[config.mk]
export PLATFORM = sky130hd
export DESIGN_NAME = pc_stack_unit
export DESIGN_NICKNAME = d
export VERILOG_FILES = /design/src/rtl/pc_stack_unit.sv
export SDC_FILE = /design/constraint.sdc
export NUM_CORES = 1
export LEC_CHECK = 0
export ABC_AREA = 1
export BUFFER_PORTS_ARGS = -buffer_cell sky130_fd_sc_hd__buf_4
export CAP_MARGIN = 20
export CELL_PAD_IN_SITES_DETAIL_PLACEMENT = 1
export CELL_PAD_IN_SITES_GLOBAL_PLACEMENT = 2
export CORE_MARGIN = 8
export CORE_UTILIZATION = 41
export CTS_CLUSTER_DIAMETER = 100
export CTS_CLUSTER_SIZE = 12
export DETAILED_ROUTE_END_ITERATION = 6
export PLACE_DENSITY_LB_ADDON = 0.1
export RECOVER_POWER = 50
export SLEW_MARGIN = 20
export SYNTH_ARGS = -nofsm -noshare
export SYNTH_HDL_FRONTEND = slang
export SYNTH_SLANG_ARGS = --single-unit
[constraint.sdc]
create_clock -name clk -period 8.5 [get_ports clk]
set_clock_uncertainty 0.15 [all_clocks]
set_input_delay 0.425 -clock clk [delete_from_list [all_inputs] [get_ports clk]]
set_output_delay 0.425 -clock clk [all_outputs]
set_load 0.02 [all_outputs]
[src/rtl/pc_stack_unit.sv]
// PC register and return-address stack fed by the controller strobes.
// Produces the next fetch address and tracks stack misuse.
module pc_stack_unit #(
    parameter int ADDR_W = 12,
    parameter int OFF_W  = 8,
    parameter int DEPTH  = 8
) (
    input  logic                     clk,
    input  logic                     rst,
    input  logic                     pcEn,
    input  logic                     jmp,
    input  logic                     branch,
    input  logic                     ret,
    input  logic                     push,
    input  logic                     pop,
    input  logic [ADDR_W-1:0]        jmpAddr,
    input  logic [OFF_W-1:0]         brOffset,
    output logic [ADDR_W-1:0]        pc,
    output logic [$clog2(DEPTH):0]   sp,
    output logic                     stackFull,
    output logic                     stackEmpty,
    output logic                     overflowErr,
    output logic                     underflowErr
);

    localparam int IDX_W = $clog2(DEPTH);
    localparam int SP_W  = IDX_W + 1;

    logic [ADDR_W-1:0] stack [DEPTH];

    logic [ADDR_W-1:0] pcPlus1;
    logic [ADDR_W-1:0] brTarget;
    logic [ADDR_W-1:0] tos;
    logic [ADDR_W-1:0] nextPc;
    logic [IDX_W-1:0]  wrIdx;
    logic [IDX_W-1:0]  tosIdx;
    logic              doCall;
    logic              doRet;
    logic              callOk;
    logic              retOk;
    logic              unusedPop;

    // The decrement is driven by ret alone; pop carries no extra meaning.
    assign unusedPop = pop;

    assign stackFull  = (sp == SP_W'(DEPTH));
    assign stackEmpty = (sp == '0);

    assign pcPlus1  = pc + 1'b1;
    assign brTarget = pcPlus1 + ADDR_W'($signed(brOffset));

    assign wrIdx  = sp[IDX_W-1:0];
    assign tosIdx = IDX_W'(sp - 1'b1);
    assign tos    = stack[tosIdx];

    assign doRet  = pcEn & ret;
    assign doCall = pcEn & jmp & push & ~ret;
    assign callOk = doCall & ~stackFull;
    assign retOk  = doRet & ~stackEmpty;

    always_comb begin
        nextPc = pcPlus1;
        if (ret) begin
            nextPc = stackEmpty ? pcPlus1 : tos;
        end else if (jmp) begin
            nextPc = jmpAddr;
        end else if (branch) begin
            nextPc = brTarget;
        end
    end

    always_ff @(posedge clk) begin
        if (rst) begin
            pc           <= '0;
            sp           <= '0;
            overflowErr  <= 1'b0;
            underflowErr <= 1'b0;
        end else if (pcEn) begin
            pc <= nextPc;
            if (callOk) begin
                sp <= sp + 1'b1;
            end else if (retOk) begin
                sp <= sp - 1'b1;
            end
            if (doCall && stackFull) begin
                overflowErr <= 1'b1;
            end
            if (doRet && stackEmpty) begin
                underflowErr <= 1'b1;
            end
        end
    end

    // Storage is not reset; an entry is only read after it was written.
    always_ff @(posedge clk) begin
        if (!rst && callOk) begin
            stack[wrIdx] <= pcPlus1;
        end
    end

endmodule

==> results of run 1 <==
-- cells in the mapped netlist, types with 3 or more instances --
master / n / area (sq um)
inv_1: 33 / 124
o21bai_1: 3 / 22.5
inv_2: 8 / 30.0
dfxtp_1: 18 / 360
nand4_1: 7 / 43.8
xnor2_1: 4 / 35.0
o22ai_1: 4 / 25.0
nor3_1: 5 / 25.0
nand3_1: 30 / 150
a31oi_1: 5 / 31.3
nor2_1: 93 / 349
buf_2: 13 / 65.1
edfxtp_1: 96 / 2880
buf_4: 5 / 37.5
o211ai_1: 9 / 67.6
clkbuf_1: 7 / 26.3
o221ai_1: 15 / 131
o21ai_1: 9 / 45.0
o21ai_0: 72 / 360
nand2_1: 75 / 282
ha_1: 17 / 213
nand3_2: 3 / 30.0
xor2_1: 8 / 70.1
a21oi_1: 24 / 120
nand2_2: 5 / 31.3
-- final cells by class --
type	count	area share
well taps	180	0.0338
inverters	43	0.0243
clock inverters	9	0.00658
multi-input cells	405	0.329
flip-flops and latches	114	0.487
clock buffers	21	0.0662
repair buffers	56	0.0530
-- power breakdown --
group          leakage (nW)  switching (W)  internal [W]
sequential             1.02      0.0000142      0.000630
clock                 0.239       0.000224      0.000361
combinational          1.23       0.000247      0.000108
total                  2.50       0.000486       0.00110
-- logic make-up (layout without fill, tap and decap cells) --
kind of cell / Yosys count / in the layout / share of synthesized area
AOI/OAI and AO/OA: 149 / 149 / 0.151
xor gates and xnor gates: 14 / 14 / 0.0240
adders and majority gates: 18 / 18 / 0.0405
buffers and inverters: 68 / 129 / 0.0505
DFF: 114 / 114 / 0.565
and+or+nand+nor: 224 / 224 / 0.169
-- layer usage --
layer  routed length [um]  share of wire
met1                 7390           0.43
met2                 8800           0.52
met3                  608          0.036
met4                  219          0.013
met5                    0              0
-- critical path, cell delays in order, from the launching register on --
cell and delay [ns]:
dfxtp_1 0.38, inv_1 0.23, nor2_1 0.54, nand3_1 0.17
xor2_1 0.79, ha_1 0.40, nand2_1 0.10, inv_1 0.04
nand2_1 0.06, nand2_1 0.08, a21oi_1 0.24, nor2_1 0.11
o21ai_1 0.16, nand3_1 0.09, nand2_1 0.08, nand2_1 0.06
a21oi_1 0.11
-- worst paths after layout --
check | endpoint | slack [ns] | startpoint | cells past startpoint
worst max register to register | pc[9] | 4.66 | pc[0] | 16
worst min-delay path | pc[10] | 0.14 | rst | 2
worst min register to register | overflowErr | 0.37 | overflowErr | 2
worst max-delay path | pc[9] | 4.66 | pc[0] | 16
-- metrics by stage --
step                      hold slack [ns]  setup WS, ns  instances  total power, W
final                               0.136          4.66        828         0.00158
after CTS                           0.126          5.10        828         0.00161
after detailed placement            0.346          5.12        798         0.00102
after global routing                0.142          4.37        828         0.00166
after global placement              0.342          5.16        798         0.00101
after floorplan                     0.420          5.36        587        0.000897
-- flip-flops by register name, indices dropped and copies added, names as in the netlist --
| signal | cells |
|---|---|
| underflowErr | 1 |
| pc | 12 |
| sp | 4 |
| stack | 96 |
| overflowErr | 1 |
==> flow_metrics.env, run 1 <==
export IMPL_status="finished, violations left"
export IMPL_violations="design-rule violations, max-capacitance violations, max-slew violations"
export IMPL_htreeDepth=4
export IMPL_cts_sinks=114
export IMPL_drive_gt1_frac=0.125
export IMPL_syn_area_sq_um=5740
export IMPL_vias_per_cell=5.53
export IMPL_seq_area_sq_um=3240
export IMPL_syn_instance_count=587
export IMPL_fp_dieH_um=134
export IMPL_cts_root_buf="clkbuf_16"
export IMPL_grt_max_degree=55
export IMPL_met2_usage=0.340
export IMPL_rows=43
export IMPL_final_nets=683
export IMPL_busiest_layer="met2"
export IMPL_wl_per_cell_um=20.6
export IMPL_grt_setup_unrepaired="false"
export IMPL_fin_crit_sh=0.452
export IMPL_dpl_cell_area_sq_um=6270
export IMPL_power_leakage_nw=2.50
export IMPL_fillers=1589
export IMPL_min_period_ns=3.84
export IMPL_die_width_um=134
export IMPL_grt_pass1_vias=4886
export IMPL_clock_path_buffers=2
export IMPL_drt_wl_total_mm=17.0
export IMPL_multiInputGateArea_sq_um=2190
export IMPL_mostFrequentLayoutCells="nor2_1 (96), edfxtp_1 (96), nand2_1 (75)"
export IMPL_final_area_sq_um=6650
export IMPL_async_flop_share=0
export IMPL_power_density_nw_per_um2=238
export IMPL_ios=48
export IMPL_clk_pin_slew_ns=0.05
export IMPL_seq_area_frac_synth=0.565
export IMPL_worstPathRequired_ns=8.69
export IMPL_io_buffers=46
export IMPL_gp_congestion=0.858
export IMPL_cts_tree="built"
export IMPL_setup_tns_ns=0
export IMPL_ys_ff_latch=114
export IMPL_grt_pass1_wl_mm=26.8
export IMPL_arrival_ns=4.03
export IMPL_dieArea_sq_um=18000
export IMPL_synthFlopType="edfxtp_1"
export IMPL_synth_edf_count=96
export IMPL_hold_violations=0
export IMPL_drv_cap=2
export IMPL_overflow=0
export IMPL_grt_use_met1=0.239
export IMPL_vdd_drop_max_v=0.000156
export IMPL_clk_latency_ns=0.41
export IMPL_synth_avg_cell_area_sq_um=9.78
export IMPL_hold_buffers=0
export IMPL_drtIter0Drc=337
export IMPL_core_area_sq_um=13800
export IMPL_crit_fanout=12
export IMPL_cp_end_kind="flip-flop"
export IMPL_cts_buffers=17
export IMPL_ant_nets=0
export IMPL_antenna_found_initial=0
export IMPL_min_path_type="in -> reg"
export IMPL_drc=3
export IMPL_tightest_slew_ns=2.44
export IMPL_max_freq_ghz=0.260
export IMPL_post_route_util=0.483
export IMPL_grt_met3_usage=0.0314
export IMPL_num_vias=4582
export IMPL_cts_resized=0
export IMPL_ys_types=38
export IMPL_cp_start_kind="flip-flop"
export IMPL_critPathKind="reg -> reg"
export IMPL_insertedDiodeCount=0
export IMPL_syn_nets=633
export IMPL_dp_hpwl_mm=11.7
export IMPL_ys_warn_count=0
export IMPL_syn2layout_area_growth_pct=15.9
export IMPL_slew_viol_final=107
export IMPL_grt_usage=0.196
export IMPL_post_cts_setup_buffers=0
export IMPL_dr_pass1_iters=7
export IMPL_setup_violations=0
export IMPL_start_util=0.417
export IMPL_relSlewSlack=-0.627
No activity file was read; power rests on OpenSTA's default activity.
==> run 2: changes to the inputs <==
Settings changed: CORE_UTILIZATION 41 to 38.
Clock period 8.5 ns to 3.9 ns, I/O delays scaled along.
==> run 2 against run 1 <==
Effect of this change: setup slack got worse by 4.2 ns; combinational power up 120%; the run now ends clean; critical endpoint is now pc[11]; hold slack lost 0.11 ns; critical path depth up 1.
==> flow_metrics.env, run 2 (synthesis results as in run 1) <==
export IMPL_status="finished, final reports clean"
export IMPL_dr_pass1_iters=4
export IMPL_relSlewSlack=0.248
export IMPL_drv_cap=0
export IMPL_hold_slack_ns=0.0266
export IMPL_drc=0
export IMPL_final_nets=692
export IMPL_drt_wl_total_mm=17.7
export IMPL_ant_nets=0
export IMPL_final_common_cell="edfxtp_1"
export IMPL_power_leakage_nw=2.53
export IMPL_vias_per_cell=5.41
export IMPL_fp_dieH_um=139
export IMPL_dieArea_sq_um=19300
export IMPL_fillers=1698
export IMPL_clock_path_buffers=2
export IMPL_grt_pass1_vias=4912
export IMPL_cts_sinks=114
export IMPL_max_freq_ghz=0.292
export IMPL_crit_fanout=10
export IMPL_largest_register="stack"
export IMPL_insertedDiodeCount=0
export IMPL_antenna_found_initial=0
export IMPL_mostFrequentLayoutCells="edfxtp_1 (96), nor2_1 (95), nand2_1 (76)"
export IMPL_syn2layout_area_growth_pct=17.5
export IMPL_cts_tree="built"
export IMPL_num_vias=4580
export IMPL_io_buffers=46
export IMPL_min_period_ns=3.43
export IMPL_setup_violations=0
export IMPL_vdd_drop_max_v=0.000292
export IMPL_power_density_nw_per_um2=526
export IMPL_wl_per_cell_um=20.9
export IMPL_overflow=0
export IMPL_rows=45
export IMPL_setup_tns_ns=0
export IMPL_core_area_sq_um=15000
export IMPL_pre_cts_ws_ns=0.546
export IMPL_slew_viol_final=0
export IMPL_cts_buffers=17
export IMPL_worstPathRequired_ns=4.05
export IMPL_arrival_ns=3.57
export IMPL_hold_violations=0
export IMPL_gp_congestion=0.830
export IMPL_critPathKind="reg -> reg"
export IMPL_grt_max_degree=55
export IMPL_cp_end_kind="flip-flop"
export IMPL_grt_setup_unrepaired="false"
export IMPL_grt_usage=0.188
export IMPL_setup_slack_ns=0.471
export IMPL_clk_latency_ns=0.41
export IMPL_cp_start_kind="flip-flop"
export IMPL_reg_largest_list="stack: 96 flops, pc: 12 flops, sp: 4 flops"
export IMPL_cts_resized=0
export IMPL_clk_pin_slew_ns=0.05
export IMPL_ios=48
export IMPL_tightest_slew_ns=1.13
export IMPL_fin_crit_sh=0.879
export IMPL_min_path_type="in -> reg"
export IMPL_cts_root_buf="clkbuf_16"
export IMPL_drive_gt1_frac=0.132
export IMPL_htreeDepth=4
export IMPL_drtIter0Drc=238
export IMPL_grt_pass1_wl_mm=27.4
export IMPL_largest_register_ffs=96
export IMPL_start_util=0.383
export IMPL_dp_hpwl_mm=12.3
export IMPL_die_width_um=139
==> run 2: worst max-delay path, stage by stage, from the launching register on <==
cell and delay (ns):
dfxtp_1 0.40, ha_1 0.22, nand3_1 0.13, nor2_1 0.19, nand3_1 0.18, o21ai_0 0.24, and2_0 0.56, ha_1 0.39
nand2_1 0.10, inv_1 0.04, a21oi_1 0.19, nand3_1 0.11, nand2_1 0.08, nand3_1 0.07, nand2_1 0.06, nand3_1 0.06
nand2_1 0.08, a21oi_1 0.05
==> run 2: final timing paths <==
path / depth (start not counted) / slack, ns / start / to
worst max-delay path: 17 / 0.47 / pc[0] / pc[11]
worst min-delay path: 5 / 0.03 / jmpAddr[7] / pc[7]
worst max register to register: 17 / 0.47 / pc[0] / pc[11]
worst min register to register: 2 / 0.33 / overflowErr / overflowErr
==> run 2: stage by stage <==
step,utilization,power [W],instance area [sq um],cells
after floorplan,-,0.00196,5740,587
after global placement,0.423,0.00223,6340,813
after detailed placement,0.423,0.00225,6340,813
after CTS,0.460,0.00362,6880,846
after global routing,0.450,0.00372,6750,846
final,0.450,0.00355,6750,846
==> run 2: final cells by class <==
type                       instances  area, sq um  share of cell area
tap                              188          235              0.0349
multi-input combinational        405         2180               0.323
clock inverter                    13         96.3              0.0143
timing repair buffer              65          400              0.0593
inverter                          43          161              0.0239
sequential                       114         3240               0.481
clock buffer                      18          429              0.0636
==> run 2: power breakdown <==
part | switching (W) | internal (W) | leakage [nW] | total (W)
logic | 0.000547 | 0.000239 | 1.24 | 0.000786
registers | 0.0000305 | 0.00137 | 1.02 | 0.00140
clock network | 0.000508 | 0.000855 | 0.260 | 0.00136
total | 0.00109 | 0.00246 | 2.53 | 0.00355
==> run 2: what timing repair did <==
item | CTS | global route
hold endpoints to repair | 10 | 0
hold buffers | 2 | 0
buffers inserted | 0 | 0
==> run 2: per-layer routing <==
metal	GRT usage	share of wire
met1	0.220	0.43
met2	0.334	0.52
met3	0.0344	0.034
met4	0.0745	0.020
met5	0	0
==> run 3: changes to the inputs <==
Settings changed: CORE_MARGIN 8 to 2, CORE_UTILIZATION 38 to 35.
Clock period 3.9 ns to 3.1 ns, I/O delays scaled along.
==> run 3 against run 2 <==
Effect of this change: die area down 9.6%; first-iteration DRC count fell by 4.6%; clock-buffer cell count grew 4; setup slack got worse by 0.17 ns; design area grew 4.0%; clock power grew 40%; non-clock buffer count up 14; combinational power is 31% higher; routed wire length fell by 0.59%; hold slack worse by 0.012 ns; global-route usage is 1.9 points higher; sequential cell count unchanged.
==> flow_metrics.env, run 3 (synthesis results as in run 1) <==
export IMPL_drtIter0Drc=227
export IMPL_min_period_ns=2.80
export IMPL_grt_pass1_vias=4942
export IMPL_clk_latency_ns=0.42
export IMPL_io_buffers=46
export IMPL_largest_register_ffs=96
export IMPL_mostFrequentLayoutCells="edfxtp_1 (96), nor2_1 (94), nand2_1 (76)"
export IMPL_drc=0
export IMPL_num_vias=4590
export IMPL_crit_chain="ha_2, nand3_2, nor2_4, nand3_2, nor2_1, nand2_1, and2_4, ha_1, nand2_1, inv_1, a21oi_1, nand3_1, nand2_1, nand3_1, nand2_1, nand3_1, nand2_1, a21oi_1"
export IMPL_rows=46
export IMPL_slew_viol_final=0
export IMPL_critical_path_top_delay_family="simple AND/OR/NAND/NOR gates"
export IMPL_cp_start_kind="flip-flop"
export IMPL_drive_gt1_frac=0.160
export IMPL_htreeDepth=4
export IMPL_setup_slack_ns=0.297
export IMPL_total_power_w=0.00470
export IMPL_syn2layout_area_growth_pct=22.1
export IMPL_fin_crit_sh=0.904
export IMPL_reg_largest_list="stack: 96 flops, pc: 12 flops, sp: 4 flops"
export IMPL_dr_pass1_iters=4
export IMPL_dieArea_sq_um=17400
export IMPL_arrival_ns=2.95
export IMPL_vdd_drop_max_v=0.000417
export IMPL_hold_violations=0
export IMPL_cts_buffers=17
export IMPL_power_density_nw_per_um2=670
export IMPL_cpMaxStageDelayCell="dfxtp_1"
export IMPL_finalNonFillerCells=889
export IMPL_antenna_found_initial=0
export IMPL_die_width_um=132
export IMPL_overflow=0
export IMPL_final_common_cell="edfxtp_1"
export IMPL_critPathKind="reg -> reg"
export IMPL_pre_cts_ws_ns=0.254
export IMPL_drt_wl_total_mm=17.6
export IMPL_clk_pin_slew_ns=0.06
export IMPL_tightest_slew_ns=1.10
export IMPL_cts_sinks=114
export IMPL_grt_max_degree=55
export IMPL_max_freq_ghz=0.357
export IMPL_wl_per_cell_um=19.8
export IMPL_min_path_type="in -> reg"
export IMPL_status="finished, final reports clean"
export IMPL_grt_setup_unrepaired="false"
export IMPL_power_leakage_nw=2.62
export IMPL_fp_dieH_um=132
export IMPL_clock_path_buffers=2
export IMPL_cp_common_cell="nand2_1"
export IMPL_setup_violations=0
export IMPL_core_area_sq_um=15900
export IMPL_worst_path_buf_inv=1
export IMPL_cts_tree="built"
export IMPL_grt_pass1_wl_mm=27.3
export IMPL_drv_cap=0
export IMPL_relSlewSlack=0.270
export IMPL_crit_fanout=10
export IMPL_cts_root_buf="clkbuf_16"
export IMPL_largest_register="stack"
export IMPL_start_util=0.360
export IMPL_cp_end_kind="flip-flop"
export IMPL_worstPathRequired_ns=3.25
export IMPL_post_cts_setup_buffers=0
export IMPL_dp_cells=849
export IMPL_ios=48
export IMPL_insertedDiodeCount=0
export IMPL_vias_per_cell=5.16
export IMPL_critPathMaxStageDelay_ns=0.38
export IMPL_final_nets=706
export IMPL_grt_usage=0.207
export IMPL_ant_nets=0
export IMPL_dp_hpwl_mm=12.4
export IMPL_gp_congestion=0.823
[run 3: per-layer routing]
layer,share of wire,global-route usage
met1,0.44,0.257
met2,0.50,0.361
met3,0.041,0.0384
met4,0.020,0.0707
met5,0,0
[run 3: power breakdown]
| part | switching [W] | total [W] | internal, W |
|---|---|---|---|
| clock | 0.000700 | 0.00190 | 0.00120 |
| combinational | 0.000704 | 0.00103 | 0.000327 |
| sequential | 0.0000382 | 0.00176 | 0.00172 |
[run 3: layout make-up]
cell class / instances / area [sq um]
Multi-Input combinational cell: 405 / 2220
Sequential cell: 114 / 3240
Tap cell: 216 / 270
Inverter: 43 / 161
Clock inverter: 10 / 70.1
Clock buffer: 22 / 528
Fill cell: 1828 / 8930
Timing Repair Buffer: 79 / 517
[run 3: worst paths after layout]
check / start / to / slack (ns) / depth (start not counted)
max: pc[1] / pc[11] / 0.30 / 18
max reg2reg: pc[1] / pc[11] / 0.30 / 18
min reg2reg: overflowErr / overflowErr / 0.33 / 2
min: jmpAddr[8] / pc[8] / 0.01 / 5
[run 3: repair_timing]
action	in CTS	in global routing
hold buffers	8	0
resized for setup	0	4
endpoints found under the hold margin	13	0
setup endpoints to repair	0	2
[run 3: stage by stage]
step / util / setup TNS (ns) / instance area [sq um] / hold WS (ns)
6_report: 0.440 / 0 / 7010 / 0.0147
2_1_floorplan: - / -1.30 / 5740 / 0.176
3_5_place_dp: 0.403 / 0 / 6430 / 0.296
5_1_grt: 0.440 / 0 / 7010 / 0.0451
3_3_place_gp: 0.403 / 0 / 6430 / 0.293
4_1_cts: 0.446 / 0 / 7110 / 0.00250
[run 3: worst min-delay path, delay by kind of cell]
| kind | cells | cell delay [ns] |
|---|---|---|
| AOI/OAI and AO/OA | 2 | 0.20 |
| buffers and inverters | 1 | 0.08 |
| and+or+nand+nor | 2 | 0.10 |
